==> config.mk <==
export PLATFORM = sky130hd
export DESIGN_NAME = rvlab_tlul_dma
export DESIGN_NICKNAME = d
export VERILOG_FILES = /design/src/rtl/rvlab_tlul_dma.sv
export SDC_FILE = /design/constraint.sdc
export NUM_CORES = 1
export LEC_CHECK = 0
export BUFFER_PORTS_ARGS = -buffer_cell sky130_fd_sc_hd__buf_2
export CAP_MARGIN = 20
export CORE_ASPECT_RATIO = 1.2
export CORE_MARGIN = 5
export CORE_UTILIZATION = 30
export CTS_BUF_LIST = sky130_fd_sc_hd__clkbuf_8
export DETAILED_ROUTE_END_ITERATION = 6
export GPL_ROUTABILITY_DRIVEN = 0
export PLACE_DENSITY = 0.53
export RECOVER_POWER = 100
export SYNTH_ARGS = -nofsm -noshare
export SYNTH_HDL_FRONTEND = slang
export SYNTH_SLANG_ARGS = --single-unit
==> constraint.sdc <==
create_clock -name clk_i -period 3.8 [get_ports clk_i]
set_input_delay 0.38 -clock clk_i [delete_from_list [all_inputs] [get_ports clk_i]]
set_output_delay 0.38 -clock clk_i [all_outputs]
set_load 0.005 [all_outputs]
==> src/rtl/rvlab_tlul_dma.sv <==
// Word-granular memory-to-memory copy engine: TL-UL register port for configuration,
// TL-UL host port issuing one Get/PutFullData pair per word, one transaction outstanding.
module rvlab_tlul_dma #(
  parameter int unsigned LenWidth = 16,
  parameter logic [7:0]  SourceId = 8'd0
) (
  input  logic        clk_i,
  input  logic        rst_ni,
  // register port (device)
  input  logic        tl_dev_a_valid_i,
  input  logic [2:0]  tl_dev_a_opcode_i,
  input  logic [1:0]  tl_dev_a_size_i,
  input  logic [7:0]  tl_dev_a_source_i,
  input  logic [31:0] tl_dev_a_address_i,
  input  logic [3:0]  tl_dev_a_mask_i,
  input  logic [31:0] tl_dev_a_data_i,
  input  logic        tl_dev_d_ready_i,
  output logic        tl_dev_a_ready_o,
  output logic        tl_dev_d_valid_o,
  output logic [2:0]  tl_dev_d_opcode_o,
  output logic [1:0]  tl_dev_d_size_o,
  output logic [7:0]  tl_dev_d_source_o,
  output logic [31:0] tl_dev_d_data_o,
  output logic        tl_dev_d_error_o,
  // host port
  output logic        tl_host_a_valid_o,
  output logic [2:0]  tl_host_a_opcode_o,
  output logic [1:0]  tl_host_a_size_o,
  output logic [7:0]  tl_host_a_source_o,
  output logic [31:0] tl_host_a_address_o,
  output logic [3:0]  tl_host_a_mask_o,
  output logic [31:0] tl_host_a_data_o,
  output logic        tl_host_d_ready_o,
  input  logic        tl_host_a_ready_i,
  input  logic        tl_host_d_valid_i,
  input  logic [2:0]  tl_host_d_opcode_i,
  input  logic [31:0] tl_host_d_data_i,
  input  logic        tl_host_d_error_i,
  output logic        irq_o
);
  localparam int unsigned RW = LenWidth - 2;
  localparam logic [2:0] OpPutFull = 3'd0;
  localparam logic [2:0] OpPutPart = 3'd1;
  localparam logic [2:0] OpGet     = 3'd4;
  localparam logic [2:0] OpAck     = 3'd0;
  localparam logic [2:0] OpAckData = 3'd1;

  typedef enum logic [2:0] {S_IDLE, S_RD_REQ, S_RD_RSP, S_WR_REQ, S_WR_RSP} state_e;

  state_e        r_state;
  logic [31:2]   r_src, r_dst, r_cur_src, r_cur_dst;
  logic [RW-1:0] r_len, r_remaining;
  logic          r_irq_en, r_done, r_err, r_irq;
  logic          r_h_valid;
  logic [2:0]    r_h_opcode;
  logic [31:0]   r_h_address, r_h_data;
  logic          r_d_valid, r_d_error;
  logic [2:0]    r_d_opcode;
  logic [1:0]    r_d_size;
  logic [7:0]    r_d_source;
  logic [31:0]   r_d_data;

  logic          w_busy, w_dev_a_ready, w_dev_acc, w_is_get, w_is_put, w_hit, w_wr, w_start;
  logic [9:0]    w_idx;
  logic [31:0]   w_rdata;
  logic [31:2]   w_next_src, w_next_dst;
  logic          w_unused;

  assign w_busy        = (r_state != S_IDLE);
  assign w_dev_a_ready = !r_d_valid || tl_dev_d_ready_i;
  assign w_dev_acc     = tl_dev_a_valid_i && w_dev_a_ready;
  assign w_is_get      = (tl_dev_a_opcode_i == OpGet);
  assign w_is_put      = (tl_dev_a_opcode_i == OpPutFull) || (tl_dev_a_opcode_i == OpPutPart);
  assign w_idx         = tl_dev_a_address_i[11:2];
  assign w_wr          = w_dev_acc && w_is_put && w_hit;
  assign w_start       = w_wr && (w_idx == 10'd3) && tl_dev_a_data_i[0] && !w_busy;
  assign w_next_src    = r_cur_src + 30'd1;
  assign w_next_dst    = r_cur_dst + 30'd1;
  assign w_unused      = ^{tl_dev_a_mask_i, tl_dev_a_address_i[31:12], tl_dev_a_address_i[1:0],
                           tl_host_d_opcode_i};

  // Register read mux and address decode
  always_comb begin
    w_rdata = '0;
    w_hit   = 1'b1;
    case (w_idx)
      10'd0:   w_rdata = {r_src, 2'b00};
      10'd1:   w_rdata = {r_dst, 2'b00};
      10'd2:   w_rdata = 32'({r_len, 2'b00});
      10'd3:   w_rdata = {30'd0, r_irq_en, 1'b0};
      10'd4:   w_rdata = {29'd0, r_err, r_done, w_busy};
      default: w_hit   = 1'b0;
    endcase
  end

  // Register file, device response channel and copy FSM; FSM sets of DONE/ERR come last so they win over w1c
  always_ff @(posedge clk_i) begin
    if (!rst_ni) begin
      r_state     <= S_IDLE;
      r_src       <= '0;
      r_dst       <= '0;
      r_cur_src   <= '0;
      r_cur_dst   <= '0;
      r_len       <= '0;
      r_remaining <= '0;
      r_irq_en    <= 1'b0;
      r_done      <= 1'b0;
      r_err       <= 1'b0;
      r_irq       <= 1'b0;
      r_h_valid   <= 1'b0;
      r_h_opcode  <= OpGet;
      r_h_address <= '0;
      r_h_data    <= '0;
      r_d_valid   <= 1'b0;
      r_d_error   <= 1'b0;
      r_d_opcode  <= OpAck;
      r_d_size    <= '0;
      r_d_source  <= '0;
      r_d_data    <= '0;
    end else begin
      if (r_d_valid && tl_dev_d_ready_i) r_d_valid <= 1'b0;
      if (w_dev_acc) begin
        r_d_valid  <= 1'b1;
        r_d_opcode <= w_is_get ? OpAckData : OpAck;
        r_d_size   <= tl_dev_a_size_i;
        r_d_source <= tl_dev_a_source_i;
        r_d_data   <= (w_is_get && w_hit) ? w_rdata : 32'd0;
        r_d_error  <= !w_hit || !(w_is_get || w_is_put);
      end

      if (w_wr) begin
        case (w_idx)
          10'd0: if (!w_busy) r_src <= tl_dev_a_data_i[31:2];
          10'd1: if (!w_busy) r_dst <= tl_dev_a_data_i[31:2];
          10'd2: if (!w_busy) r_len <= tl_dev_a_data_i[LenWidth-1:2];
          10'd3: r_irq_en <= tl_dev_a_data_i[1];
          10'd4: begin
            if (tl_dev_a_data_i[1]) r_done <= 1'b0;
            if (tl_dev_a_data_i[2]) r_err  <= 1'b0;
          end
          default: ;
        endcase
      end

      if (w_start) begin
        r_done <= 1'b0;
        r_err  <= 1'b0;
        if (r_len == '0) begin
          r_done <= 1'b1;
        end else begin
          r_cur_src   <= r_src;
          r_cur_dst   <= r_dst;
          r_remaining <= r_len;
          r_h_valid   <= 1'b1;
          r_h_opcode  <= OpGet;
          r_h_address <= {r_src, 2'b00};
          r_state     <= S_RD_REQ;
        end
      end

      case (r_state)
        S_RD_REQ: if (tl_host_a_ready_i) begin
          r_h_valid <= 1'b0;
          r_state   <= S_RD_RSP;
        end
        S_RD_RSP: if (tl_host_d_valid_i) begin
          if (tl_host_d_error_i) begin
            r_err   <= 1'b1;
            r_state <= S_IDLE;
          end else begin
            r_h_valid   <= 1'b1;
            r_h_opcode  <= OpPutFull;
            r_h_address <= {r_cur_dst, 2'b00};
            r_h_data    <= tl_host_d_data_i;
            r_state     <= S_WR_REQ;
          end
        end
        S_WR_REQ: if (tl_host_a_ready_i) begin
          r_h_valid <= 1'b0;
          r_state   <= S_WR_RSP;
        end
        S_WR_RSP: if (tl_host_d_valid_i) begin
          if (tl_host_d_error_i) begin
            r_err   <= 1'b1;
            r_state <= S_IDLE;
          end else begin
            r_cur_src   <= w_next_src;
            r_cur_dst   <= w_next_dst;
            r_remaining <= r_remaining - RW'(1);
            if (r_remaining == RW'(1)) begin
              r_done  <= 1'b1;
              r_state <= S_IDLE;
            end else begin
              r_h_valid   <= 1'b1;
              r_h_opcode  <= OpGet;
              r_h_address <= {w_next_src, 2'b00};
              r_state     <= S_RD_REQ;
            end
          end
        end
        default: ;
      endcase

      r_irq <= r_irq_en && (r_done || r_err);
    end
  end

  assign tl_dev_a_ready_o    = w_dev_a_ready;
  assign tl_dev_d_valid_o    = r_d_valid;
  assign tl_dev_d_opcode_o   = r_d_opcode;
  assign tl_dev_d_size_o     = r_d_size;
  assign tl_dev_d_source_o   = r_d_source;
  assign tl_dev_d_data_o     = r_d_data;
  assign tl_dev_d_error_o    = r_d_error;
  assign tl_host_a_valid_o   = r_h_valid;
  assign tl_host_a_opcode_o  = r_h_opcode;
  assign tl_host_a_size_o    = 2'd2;
  assign tl_host_a_source_o  = SourceId;
  assign tl_host_a_address_o = r_h_address;
  assign tl_host_a_mask_o    = 4'hF;
  assign tl_host_a_data_o    = r_h_data;
  assign tl_host_d_ready_o   = 1'b1;
  assign irq_o               = r_irq;
endmodule

==> results.cfg, run 1 <==
[timing]
worstMarginPinSlew_ns = 2.18
post-route-period-util_pct = 82.1
setup_viol = 0
clock_skew_ns = 0.0214
final-hold-violation-count = 0
whs_ns = 0.0382
rsz0062_at_grt = no
min_period_ns = 3.12
slew_headroom_pct = -45.3
max_freq_ghz = 0.321
fin_tns_setup_ns = 0
drv_slew = 85

[critical_path]
worst_r2r_endpoint = tl_host_a_address_o[23]
start_kind = flop
rr_startpoint = r_remaining[2]
critPathLaunch = r_remaining[2]
rrSetupSlack_ns = 0.68
critPathRequiredTime_ns = 4.26
worstSetupPathType = reg2reg
worst_path_max_delay_cell = nor4_1
max_stage_delay_ns = 0.92
crit_path_max_fanout = 17
cp_data_arrival_time_ns = 3.58
rr_worst_depth = 6
crit_path_cell_trace = or4_1 -> nor4_1 -> nand2_1 -> nand2_2 -> o21ai_0 -> o21a_1
endpoint_kind = flop
setup.worst_path.end = tl_host_a_address_o[23]

[run]
max_cap_viol_count = 2

[route]
wl_per_cell_um = 18.8
remaining_drc_errors = 0
antenna_left = 0
via_per_inst = 5.16
vias = 12102
drt-total-wl_um = 44100
drtIter0Drc = 780
drtPass1Iterations = 7

[floorplanning]
die_area_mm2 = 0.0459
fp.dieW_um = 196
start_util_pct = 30.1
num_io_pins = 255
die_h_um = 234
num_rows = 82
core_area_mm2 = 0.0416

[finish]
fin_nets = 1895
drive_above_1_share_pct = 13.1
synthToLayoutAreaGrowth_pct = 18.3

[pwr]
ir_drop_v = 0.000179
p_leak_nw = 5.50
total_power_mw = 5.62
p_per_area_mw_per_mm2 = 380

[synth]
synth_top_family_by_area = simple AND/OR/NAND/NOR gates
async_flop_share_pct = 0
yosysSeqAreaShare_pct = 42.9
syn_area_per_cell_um2 = 7.85
synth-edff-count = 0
syn_area_mm2 = 0.0125
synth_compound_area_share_pct = 20.2
ys_types = 63
synthMuxAreaShare_pct = 5.53
synth_flop_cell = dfxtp_1
synth_fa_ha_area_share_pct = 0.400
netlist_instances = 1594
ys_seq_elements = 268
yosys.area_share.simple_pct = 23.8
synth-xor-area-share_pct = 1.82
ys.warnings.count = 0

[min_path]
hp-class = in2reg

[clock_network]
clock_sinks = 268
cts_tree = built
postCtsSetupBuffers = 0
htreeDepth = 2
cts_buffers = 48
cts_buffer_depth = 3
root_buffer = clkbuf_8
holdBufCountCts = 3
clk_pin_slew_worst_paths_ns = 0.06
clock_latency_ns = 0.58
cts_resized = 0

[grt]
grt_use_total_pct = 18.5
grt.overflow.total = 0
grt_pass1_vias = 11583
antenna_found_initial = 2
grt_start_max_net_pins = 70
grt_first_pass_wirelength_um = 67800

[run_status]
status = finished with violations
violations = max-capacitance violations, max-slew violations

[place]
hpwl_um = 31000
portBuffers = 208
[placed cells by master (no fill, tap or decap), types with 17 or more instances in the layout]
cell type,instances
a22oi_1,30
inv_1,28
nor2_1,122
nor3_1,30
nand4_1,27
nand3_1,47
o21a_1,17
buf_2,130
clkbuf_8,57
mux2i_1,68
dfxtp_1,268
nand2_1,309
buf_4,20
and3_1,25
clkbuf_1,82
o21ai_0,81
conb_1,17
a21oi_1,207
a31oi_1,23
[kinds of logic after synthesis]
logic type,after synthesis
compound gates,429
xor+xnor,26
fa+ha+maj,4
buf+inv,148
flops,268
mux,69
other cells,2
simple gates,648
[worst min path at each step]
stage	from	end	slack [ns]	cells after the start
2_1_floorplan	r_remaining[5]	r_remaining[5]	0.44	2
3_3_place_gp	tl_host_a_data_o[26]	tl_host_a_data_o[26]	0.44	2
3_5_place_dp	tl_dev_d_source_o[0]	tl_dev_d_source_o[0]	0.44	2
4_1_cts	tl_host_d_data_i[8]	tl_host_a_data_o[8]	0.0004	3
5_1_grt	tl_host_d_data_i[5]	tl_host_a_data_o[5]	0.01	3
6_report	tl_dev_a_source_i[3]	tl_dev_d_source_o[3]	0.04	3
[layout make-up]
class	instances	area, um2
antenna	3	7.51
clock buffer	57	785
clock inverter	20	113
fill	4454	26800
inverter	15	60.1
multi-input combinational	1193	6520
sequential	268	5370
tap	546	683
timing repair buffer	242	1260
[flip-flops by register name (all words and copies together), names as in the netlist, 8 cells and up]
name,flops
tl_host_a_data_o,32
tl_dev_d_source_o,8
r_len,14
r_remaining,14
tl_dev_d_data_o,32
r_src,30
r_dst,30
r_cur_dst,30
tl_host_a_address_o,32
r_cur_src,30
[cells in the mapped netlist, types with 3 or more instances]
library cell	instances	area, um2
nand2_1	310	1160
dfxtp_1	268	5370
a21oi_1	207	1040
nor2_1	122	458
o21ai_0	81	405
clkbuf_1	80	300
mux2i_1	68	681
nand3_1	47	235
a22oi_1	30	225
nor3_1	30	150
nand4_1	27	169
buf_2	26	130
and3_1	25	156
and2_1	24	150
a31oi_1	23	144
buf_4	18	135
o21a_1	17	128
xnor2_1	16	140
inv_1	14	52.6
or3_1	14	87.6
a21o_1	12	90.1
nor4_1	12	75.1
o211ai_1	12	90.1
a2bb2oi_1	11	96.3
xor2_1	10	87.6
buf_1	8	30.0
a32oi_1	7	61.3
o22ai_1	7	43.8
or4_1	6	45.0
and4_1	5	43.8
a211oi_1	4	30.0
ha_1	4	50.1
nand3b_1	4	30.0
o31a_1	4	35.0
nor2b_1	3	18.8
o221a_2	3	33.8
[per-stage QoR]
step | instances | cell area [um2] | util (%) | worst slack (ns)
detailed placement | 2261 | 14000 | 33.7 | 0.993
global route | 2343 | 14800 | 35.6 | 0.514
finish | 2344 | 14800 | 35.6 | 0.681
CTS | 2341 | 14900 | 36.0 | 1.11
global placement | 2261 | 14000 | 33.7 | 1.05
floorplan | 1609 | 12600 | - | 1.69
[power by group]
group	switching (mW)	internal [mW]	leakage [nW]	total [mW]
sequential	0.00388	2.82	2.16	2.82
clock	1.19	1.41	0.511	2.60
combinational	0.127	0.0650	2.83	0.192
[metal layers]
metal | vias up | part of all wire (%) | wire length, um | track usage [%]
met4 | 0 | 2.7 | 1170 | 5.57
met2 | 395 | 50 | 22100 | 33.4
met5 | - | 0 | 0 | 0
li1 | 5923 | - | - | -
met1 | 5710 | 41 | 18200 | 22.6
met3 | 74 | 5.9 | 2600 | 2.96
[critical path: cells and delay by family, from the launching register on]
family          cells  cell delay (ns)
flops               1             0.37
simple gates        4             2.21
compound gates      2             0.40
(Power assumes the default switching activity.)
==> inputs of run 2 (changes only) <==
- clock period: 3.8 -> 3.15 ns (I/O delays scaled with it)
==> run 2 against run 1 <==
Net effect: worst hold slack lost 0.012 ns; the run now ends clean; final area is 6.3% higher; largest power group is now clock; non-clock buffer count grew 85; total power grew 27%; critical path depth rose by 1; via count grew 2.7%; critical endpoint is now tl_host_a_address_o[31]; utilization increased by 2.2 points; clock power up 32%.
==> results.cfg, run 2 (synthesis gave the netlist of run 1 again) <==
[place]
place_area_mm2 = 0.0142
portBuffers = 208
placed_cells = 2279
hpwl_um = 31400

[finish]
design_area_mm2 = 0.0157
synthToLayoutAreaGrowth_pct = 25.7
nFillCells = 4419
fin_nets = 1982
mostFrequentLayoutCells = 309 x nand2_1, 268 x dfxtp_1, 207 x a21oi_1
fin_cells = 2440
mostFrequentLayoutCell = nand2_1
drive_above_1_share_pct = 13.6
fin_util_pct = 37.8

[timing]
max_freq_ghz = 0.352
post-route-period-util_pct = 90.1
worstMarginPinSlew_ns = 1.27
fin_tns_setup_ns = 0
clock_skew_ns = 0.0210
drv_slew = 0
final-hold-violation-count = 0
rsz0062_at_grt = no
min_period_ns = 2.84
setup_viol = 0
slew_headroom_pct = 15.3

[critical_path]
cp_data_arrival_time_ns = 3.27
max_stage_delay_ns = 0.60
crit_path_max_fanout = 15
crit_top_cell = a21oi_1
worst_path_max_delay_cell = a32oi_1
start_kind = flop
crit_path_cell_trace = nor3b_2 -> nand2_1 -> a32oi_1 -> clkbuf_1 -> nor2_8 -> a21oi_1 -> a21oi_1
endpoint_kind = flop
critPathRequiredTime_ns = 3.58
worstSetupPathType = reg2reg

[pwr]
total_power_mw = 7.13
ir_drop_v = 0.000228
p_per_area_mw_per_mm2 = 453
p_leak_nw = 5.91

[clock_network]
clock_latency_ns = 0.59
root_buffer = clkbuf_8
cts_buffers = 50
cts_buffer_depth = 3
cts_tree = built
clock_sinks = 268
htreeDepth = 2
cts_resized = 0
clk_pin_slew_worst_paths_ns = 0.06

[run]
max_cap_viol_count = 0

[grt]
grt.overflow.total = 0
grt_first_pass_wirelength_um = 69200
grt_use_total_pct = 18.9
grt_pass1_vias = 12046
grt_start_max_net_pins = 93
antenna_found_initial = 1

[route]
wl_per_cell_um = 18.5
vias = 12426
drt-total-wl_um = 45100
drtPass1Iterations = 5
antenna_left = 0
via_per_inst = 5.09
drtIter0Drc = 713
remaining_drc_errors = 0

[floorplanning]
num_io_pins = 255
die_area_mm2 = 0.0459
start_util_pct = 30.1
die_h_um = 234
num_rows = 82
core_area_mm2 = 0.0416
fp.dieW_um = 196

[run_status]
status = finished clean

[min_path]
hp-class = in2reg
-- run 2: routing by layer --
layer | GRT usage, % | share of wire (%) | vias up
met1 | 22.5 | 41 | 5884
met5 | 0 | 0 | -
li1 | - | - | 6108
met2 | 34.6 | 51 | 355
met3 | 2.67 | 4.7 | 79
met4 | 6.74 | 3.2 | 0
-- run 2: path summary, 6_finish.rpt --
kind	from	to	slack, ns	cells after the start
setup / recovery	r_state[2]	tl_host_a_address_o[31]	0.31	7
hold reg to reg	tl_host_a_data_o[29]	tl_host_a_data_o[29]	0.45	2
hold / removal	tl_dev_a_data_i[8]	r_dst[8]	0.03	3
setup reg to reg	r_state[2]	tl_host_a_address_o[31]	0.31	7
-- run 2: metrics by stage --
step	hold slack, ns	setup slack, ns
floorplan	0.438	1.10
global placement	0.438	0.494
detailed placement	0.445	0.489
CTS	0.00363	0.503
global route	0.0308	0.177
finish	0.0264	0.313
-- run 2: cell type report --
| type | count | area [um2] | share of cell area [%] |
|---|---|---|---|
| Clock inverter | 26 | 139 | 0.883 |
| Clock buffer | 64 | 881 | 5.60 |
| Sequential cell | 268 | 5370 | 34.1 |
| Timing Repair Buffer | 327 | 2040 | 13.0 |
| Tap cell | 546 | 683 | 4.35 |
| Multi-Input combinational cell | 1193 | 6550 | 41.6 |
| Inverter | 15 | 61.3 | 0.390 |
| Antenna cell | 1 | 2.50 | 0.0159 |
-- run 2: what timing repair did --
item,4_1_cts,5_1_grt
hold endpoints to repair,87,0
setup buffers,0,0
hold buffers,69,0
-- run 2: worst max-delay path, delay by kind of cell (launching register included) --
family | cells | cell delay, ns
AND/OR/NAND/NOR | 3 | 1.04
AO/OA/AOI/OAI | 3 | 0.84
flip-flops | 1 | 0.50
buffers and inverters | 1 | 0.32
-- run 2: power by group --
group / total (mW) / switching [mW] / internal [mW] / leakage [nW]
clock network: 3.42 / 1.52 / 1.90 / 0.589
logic: 0.306 / 0.170 / 0.136 / 3.16
registers: 3.41 / 0.00458 / 3.40 / 2.16
total: 7.13 / 1.69 / 5.43 / 5.91
==> inputs of run 3 (changes only) <==
- CORE_UTILIZATION: 30 -> 40
- PLACE_DENSITY: 0.53 -> 0.65
- SLEW_MARGIN: not set -> 40
==> run 3 against run 2 <==
Net effect: die area down 24%; final area down 3.5%; global-route usage grew 3.6 points; first-iteration DRC count grew 24%; critical path depth decreased by 1; non-clock buffer count down 28; cell count decreased by 7.4%; total power fell by 3.3%; sequential power about the same; wire length down 8.1%; sequential share of layout area up 1.2 points; via count up 0.88%; critical path type unchanged; critical endpoint is now r_cur_dst[30].
==> results.cfg, run 3 (synthesis gave the netlist of run 1 again) <==
[clock_network]
clock_sinks = 268
cts_buffer_depth = 3
htreeDepth = 2
clock_latency_ns = 0.56
cts_buffers = 46
clk_pin_slew_worst_paths_ns = 0.06
postCtsSetupBuffers = 0
root_buffer = clkbuf_8
cts_tree = built

[pwr]
power_frac_seq_pct = 49.4
p_switching_mw = 1.58
pwr-share-clk_pct = 46.6
p_leak_nw = 5.75
combPwrFrac_pct = 4.0
switching_share_pct = 23.0
ir_drop_v = 0.000292
p_per_area_mw_per_mm2 = 454
internal-power_mw = 5.31

[route]
wl_per_cell_um = 18.3
drtPass1Iterations = 5
vias = 12535
via_per_inst = 5.55
drt-total-wl_um = 41400
remaining_drc_errors = 0
antenna_left = 0
drtIter0Drc = 887

[critical_path]
critical_path.top_delay_family = simple AND/OR/NAND/NOR gates
max_stage_delay_ns = 0.68
critPathRequiredTime_ns = 3.59
crit_path_cell_trace = nand4_1 -> or4_4 -> nor3_1 -> nand2_2 -> or3_1 -> a31oi_1
worst_path_max_delay_cell = nor3_1
cp_data_arrival_time_ns = 3.21
start_kind = flop
crit_path_max_fanout = 7
path_buf_inv = 0
endpoint_kind = flop
worstSetupPathType = reg2reg

[finish]
mostFrequentLayoutCells = 310 x nand2_1, 268 x dfxtp_1, 207 x a21oi_1
mostFrequentLayoutCell = nand2_1
fin_nets = 1950
synthToLayoutAreaGrowth_pct = 21.3
drive_above_1_share_pct = 13.2
fin_cells = 2260
design_area_mm2 = 0.0152

[timing]
fin_ws_ns = 0.380
drv_slew = 0
fin_tns_setup_ns = 0
min_period_ns = 2.77
worstMarginPinSlew_ns = 1.41
max_freq_ghz = 0.361
clock_skew_ns = 0.0233
whs_ns = 0.0234
final-hold-violation-count = 0
rsz0062_at_grt = no
post-route-period-util_pct = 87.9
setup_viol = 0
slew_headroom_pct = 5.97

[place]
placed_cells = 2127
place_area_mm2 = 0.0139
dp_slack_ns = 0.537
hpwl_um = 28800
portBuffers = 208

[floorplanning]
core_area_mm2 = 0.0311
num_rows = 71
fp.dieW_um = 171
start_util_pct = 40.2
num_io_pins = 255
die_h_um = 204
die_area_mm2 = 0.0349

[run]
max_cap_viol_count = 0

[grt]
grt_start_max_net_pins = 78
grt_use_total_pct = 22.6
grt_first_pass_wirelength_um = 63700
antenna_found_initial = 2
grt.overflow.total = 0
grt_pass1_vias = 11833

[run_status]
status = finished clean

[min_path]
hp-class = in2reg
-- run 3: cell count changes in the layout (fill, tap and decap cells not counted), moves of 3 or more --
cell | before | now
and2_0 | 18 | 15
clkbuf_8 | 64 | 57
dlygate4sd3_1 | 69 | 49
clkbuf_1 | 95 | 86
and2_1 | 7 | 10
-- run 3: per-layer routing --
layer	GRT usage, %	up-vias	part of all wire [%]
li1	-	6034	-
met1	27.2	5936	40
met2	39.5	456	49
met3	3.26	109	6.2
met4	10.2	0	4.8
met5	0	-	0
-- run 3: final timing paths --
kind                       start                  end  slack, ns  cells after the start
min          tl_dev_a_data_i[29]            r_src[29]       0.02                      3
min reg2reg  tl_host_a_data_o[6]  tl_host_a_data_o[6]       0.45                      2
max reg2reg         r_cur_dst[8]        r_cur_dst[30]       0.38                      6
max                 r_cur_dst[8]        r_cur_dst[30]       0.38                      6
-- run 3: area by class of cell --
class                   count  area (um2)
fillers                  3072       15900
multi-input cells        1193        6510
flip-flops and latches    268        5370
repair buffers            299        1780
clock buffers              57         785
well taps                 401         502
clock inverters            25         158
inverters                  15        60.1
diodes                      2        5.00
-- run 3: metrics by stage --
step           util, %  total power, mW
3_5_place_dp      44.7             3.71
2_1_floorplan        -             3.60
3_3_place_gp      44.7             3.70
6_report          48.8             6.89
5_1_grt           48.8             7.14
4_1_cts           49.3             6.96
-- run 3: timing repair --
item | in CTS | in global routing
endpoints found under the hold margin | 53 | 0
gates resized for setup | 0 | 0
hold buffers | 49 | 0
setup endpoints to repair | 0 | 0
-- run 3: power groups by stage --
stage          clock [mW]  combinational [mW]  sequential (mW)
4_1_cts              3.28               0.276             3.40
3_5_place_dp            0               0.227             3.48
2_1_floorplan           0               0.123             3.48
3_3_place_gp            0               0.226             3.48
5_1_grt              3.43               0.300             3.40
6_report             3.21               0.278             3.40
-- run 3: worst reg2reg max path, cell delays in order, from the launching register on --
cell and delay, ns:
dfxtp_1 0.44, nand4_1 0.28, or4_4 0.59, nor3_1 0.68
nand2_2 0.17, or3_1 0.35, a31oi_1 0.17
